### src/rtl/logic_pkg.sv
// Shared constants for the logic reduce unit: word-operation codes and FSM states.
package logic_pkg;

    localparam logic [1:0] OP_AND = 2'b00;
    localparam logic [1:0] OP_OR  = 2'b01;
    localparam logic [1:0] OP_XOR = 2'b10;
    localparam logic [1:0] OP_NOR = 2'b11;

    typedef enum logic [1:0] {
        ST_IDLE  = 2'd0,
        ST_ACCUM = 2'd1,
        ST_DONE  = 2'd2
    } state_t;

endpackage

### src/rtl/bitwise_op.sv
// Combinational bitwise combine of two words under a 2-bit operation code.
module bitwise_op
    import logic_pkg::*;
#(
    parameter int unsigned WIDTH = 32
) (
    input  logic [WIDTH-1:0] a,
    input  logic [WIDTH-1:0] b,
    input  logic [1:0]       op,
    output logic [WIDTH-1:0] y
);

    always_comb begin
        y = '0;
        case (op)
            OP_AND:  y = a & b;
            OP_OR:   y = a | b;
            OP_XOR:  y = a ^ b;
            default: y = ~(a | b);
        endcase
    end

endmodule

### src/rtl/logic_reduce_unit.sv
// Reduces a packet of words with AND/OR/XOR/NOR and reports result, zero flag
// and a saturating beat count through a valid/ready handshake.
module logic_reduce_unit
    import logic_pkg::*;
#(
    parameter int unsigned WIDTH = 32,
    parameter int unsigned CNT_W = 8
) (
    input  logic             clk,
    input  logic             rst,
    input  logic             in_valid,
    output logic             in_ready,
    input  logic [WIDTH-1:0] in_data,
    input  logic             in_last,
    input  logic [1:0]       in_op,
    output logic             out_valid,
    input  logic             out_ready,
    output logic [WIDTH-1:0] out_data,
    output logic             out_zero,
    output logic [CNT_W-1:0] out_count,
    output logic             out_sat
);

    localparam logic [CNT_W-1:0] CNT_MAX = '1;

    state_t           state_q;
    state_t           state_d;
    logic [WIDTH-1:0] acc;
    logic [WIDTH-1:0] acc_next;
    logic [1:0]       op_q;
    logic [1:0]       op_acc;
    logic [CNT_W-1:0] cnt;
    logic             sat_q;
    logic             accept;

    assign in_ready  = ~rst & (state_q != ST_DONE);
    assign out_valid = (state_q == ST_DONE);
    assign accept    = in_valid & in_ready;

    // NOR accumulates as OR; the inversion is applied once on the result.
    assign op_acc = (op_q == OP_NOR) ? OP_OR : op_q;

    bitwise_op #(.WIDTH(WIDTH)) u_op (
        .a  (acc),
        .b  (in_data),
        .op (op_acc),
        .y  (acc_next)
    );

    always_ff @(posedge clk or posedge rst) begin
        if (rst) begin
            state_q <= ST_IDLE;
        end else begin
            state_q <= state_d;
        end
    end

    always_comb begin
        state_d = state_q;
        case (state_q)
            ST_IDLE, ST_ACCUM: begin
                if (accept) begin
                    state_d = in_last ? ST_DONE : ST_ACCUM;
                end
            end
            ST_DONE: begin
                if (out_ready) begin
                    state_d = ST_IDLE;
                end
            end
            default: state_d = ST_IDLE;
        endcase
    end

    // Accumulator, sampled op, and saturating beat counter.
    always_ff @(posedge clk or posedge rst) begin
        if (rst) begin
            acc   <= '0;
            op_q  <= OP_AND;
            cnt   <= '0;
            sat_q <= 1'b0;
        end else if (accept) begin
            if (state_q == ST_IDLE) begin
                acc   <= in_data;
                op_q  <= in_op;
                cnt   <= CNT_W'(1);
                sat_q <= 1'b0;
            end else begin
                acc <= acc_next;
                if (cnt == CNT_MAX) begin
                    sat_q <= 1'b1;
                end else begin
                    cnt <= cnt + CNT_W'(1);
                end
            end
        end
    end

    assign out_data  = (op_q == OP_NOR) ? ~acc : acc;
    assign out_zero  = ~|out_data;
    assign out_count = cnt;
    assign out_sat   = sat_q;

endmodule

### config.mk
export PLATFORM = sky130hd
export DESIGN_NAME = logic_reduce_unit
export DESIGN_NICKNAME = d
export VERILOG_FILES = /design/src/rtl/logic_pkg.sv /design/src/rtl/bitwise_op.sv /design/src/rtl/logic_reduce_unit.sv
export SDC_FILE = /design/constraint.sdc
export NUM_CORES = 1
export LEC_CHECK = 0
export ABC_AREA = 0
export CAP_MARGIN = 20
export CORE_MARGIN = 5
export CORE_UTILIZATION = 48
export DETAILED_ROUTE_END_ITERATION = 8
export GPL_ROUTABILITY_DRIVEN = 1
export PLACE_DENSITY = 0.88
export SYNTH_ARGS = -nofsm -noshare
export SYNTH_HDL_FRONTEND = slang
export SYNTH_SLANG_ARGS = --single-unit
### constraint.sdc
create_clock -name clk -period 1.4 [get_ports clk]
set_input_delay 0.28 -clock clk [delete_from_list [all_inputs] [get_ports clk]]
set_output_delay 0.28 -clock clk [all_outputs]
set_load 0.03 [all_outputs]
==> run metrics <==
synthesized area per cell=8.94 um^2; clk_lat worst skew=0.33 ns; largest family of logic cells by synthesized area=adder cells; ys flop type=dfrtp_1; worst path cell trace=nor4_1 > nand4_1 > nor3b_2 > a41o_2 > buf_6; vias in the first global route=5212; Final Hold Viols=0; nets@finish=776; final core utilization=91.8%; CTS Buf Count=5; Yosys top cell area share=26.7%; Critical Path Source Type=flop; r2r setup slk=-0.48 ns; Worst Slack Setup Final=-0.741 ns; Cell Area, Synth=0.00421 mm^2; via count=5212; highest ir drop seen on vdd=1.38 mV; min Tclk post-route=2.14 ns; Max Cap Viol=0; most frequent cell after synthesis=inv_1; Final setup viols=75; dpl hpwl=9.47 mm; Die X=104 um; skew final=0.0153 ns; Worst R2R Start=op_q[0]; Residual DRC=0; CTS max path bufs=2; syn_nets=575; asr flop ratio synth=100%; failing checks=setup timing; Detailed Route Iter0 Violations=666; largest net degree at the start of global routing=46; Post-Synthesis Cells=471; Synth Area in Adders=19.3%; CP required=1.12 ns; GRT Residual Overflow=0; synth unique cells=39; Clock Sink Count=45; Core Box Area=0.00864 mm^2; CTS H-tree lvls=2; RSZ-0062 raised after global routing=true; run status=complete, but fails checks; GRT Resource Usage Total=32.1%; Slew Limit Headroom=72.5%; Post-synth EDFFs=0; Reg-to-Reg End=acc[11]; clock root cell=clkbuf_8; router iterations before antenna repair=6; Synth Warn #=0; CTS tree=done; CP Capture Type=primary output; post-synthesis compound-gate area fraction=18.6%; sequential area share after synthesis=26.7%; synth cell count leaders=inv_1 (68), ha_1 (65), dfrtp_1 (45); Row Count=34; worst path bufs/invs=1; routability cong.=0.844; Pleak=3.56 nW; layout overhead on the synthesized area=88.2%; Worst-Margin Slew=0.412 ns; first-pass GRT wire length=28.2 mm; Final ANT Viol Nets=0; DIE HEIGHT=104 um; Worst Path Arrival=1.86 ns; port bufs=82; slowest library cell on the worst path=dfrtp_1; die area=0.0107 mm^2; PD cells=2090 mW/mm^2; # diodes=0; io pins=83; Setup Crit Path Kind=reg -> out; slowest stage delay, CP=0.44 ns; initial antenna violation count=0; Synth Area in XOR/XNOR=6.65%; reg2reg path depth=4; drt via density=6.67; register bit total from synthesis=45; Worst-path clk slew=0.11 ns; synth top area cells=dfrtp_1 (27%), ha_1 (19%), mux2_2 (9.1%); Synth area leader=dfrtp_1; Fmax=467 MHz; Post-Synth Simple-Gate Area=9.21%; WHS=0.280 ns; Slew Limit Fails=0; post-DR wirelength/cell=27.4 um; HP Class=in -> async; crit path max fanout=2; final wirelength=21.4 mm; CP delay by family, top=simple AND/OR/NAND/NOR gates; share of post-route cells with drive strength above 1=54.2%; Initial Utilization=48.8%; mux cell area share after synthesis=9.33%; crit share post-route=153%
layout make-up:
| class | count | area, um^2 |
|---|---|---|
| repair buffers | 223 | 2310 |
| well taps | 108 | 135 |
| clock buffers | 8 | 90.1 |
| flip-flops and latches | 45 | 1150 |
| multi-input cells | 329 | 3910 |
| fillers | 290 | 711 |
| inverters | 68 | 328 |
timing repair:
action	in CTS	in global routing
hold endpoints to repair	0	0
resized for setup	197	72
pin swaps	38	36
hold buffers	0	0
setup endpoints to repair	78	78
buffers inserted	20	17
gates cloned	4	2
kinds of logic after synthesis:
logic type      count (synthesis)
mux                            35
buf+inv                        97
xor+xnor                       32
compound gates                117
flops                          45
fa+ha+maj                      65
simple gates                   80
sequential cells by signal (all words and copies together), names as in the netlist:
name       count
op_q           2
out_count      8
out_sat        1
acc           32
state_q        2
tightest hold or removal path, delay by kind of cell:
kind,cells,cell delay [ns]
buffers and inverters,4,0.73
layout by cell type (no fill, tap or decap), types with 2 or more instances in the layout:
cell type        netlist  layout
a22oi_1               32      30
clkbuf_1               4       2
dfrtp_2                0      20
inv_2                  0       6
clkbuf_2               0       2
clkdlybuf4s50_1        0      35
nand2_1               34      34
buf_16                 0       5
buf_12                 0      11
ha_4                   0      30
clkbuf_8               0       6
nor4_4                 0       2
dlygate4sd2_1          0       4
o211ai_1              33      33
a21oi_1               40      39
xnor2_4                0      32
nor2_4                 0       4
buf_4                  6      86
nand4_1               12      12
mux2_4                 0      30
nor4_2                 0       3
inv_1                 68      33
nor4_1                10       5
inv_4                  0      29
a22oi_2                0       2
ha_1                  65      34
mux2_2                34       4
and3_1                 2       2
buf_6                  3      75
nor2_1                10       6
dfrtp_1               45      25
nand3_1                4       3
metal layers:
layer	wire length [um]	vias to the layer above	GRT usage (%)	part of all wire [%]
met5	0	-	0	0
met1	7470	2489	38.3	35
met3	1970	175	6.78	9.2
met4	1690	0	13.2	7.9
met2	10300	476	55.6	48
li1	-	2072	-	-
power by group:
group          internal, mW  switching (mW)  leakage, nW  total, mW
Combinational          6.70            6.59         3.02       13.3
Clock                 0.405           0.534       0.0455      0.940
Sequential             1.74           0.606        0.499       2.34
how the worst max path moves through the flow:
stage,slack (ns),to,start,depth (start not counted)
after floorplan,-0.1,out_zero,acc[30],4
final,-0.74,out_zero,acc[0],5
after global routing,-0.75,out_zero,acc[26],5
after detailed placement,-0.40,out_zero,acc[16],5
after CTS,-0.59,out_zero,acc[16],6
after global placement,-0.37,out_zero,acc[27],5
stage by stage:
| step | total power [mW] | setup WS, ns | cells | area, um^2 | TNS [ns] |
|---|---|---|---|---|---|
| 6_report | 16.6 | -0.741 | 781 | 7930 | -17.75 |
| 5_1_grt | 17.1 | -0.746 | 781 | 7930 | -21.05 |
| 4_1_cts | 15.0 | -0.595 | 770 | 7560 | -13.19 |
| 3_5_place_dp | 11.7 | -0.398 | 743 | 6420 | -17.32 |
| 3_3_place_gp | 11.3 | -0.368 | 743 | 6420 | -14.47 |
| 2_1_floorplan | 8.63 | -0.0990 | 471 | 4880 | -1.55 |
(Power assumes the default switching activity.)
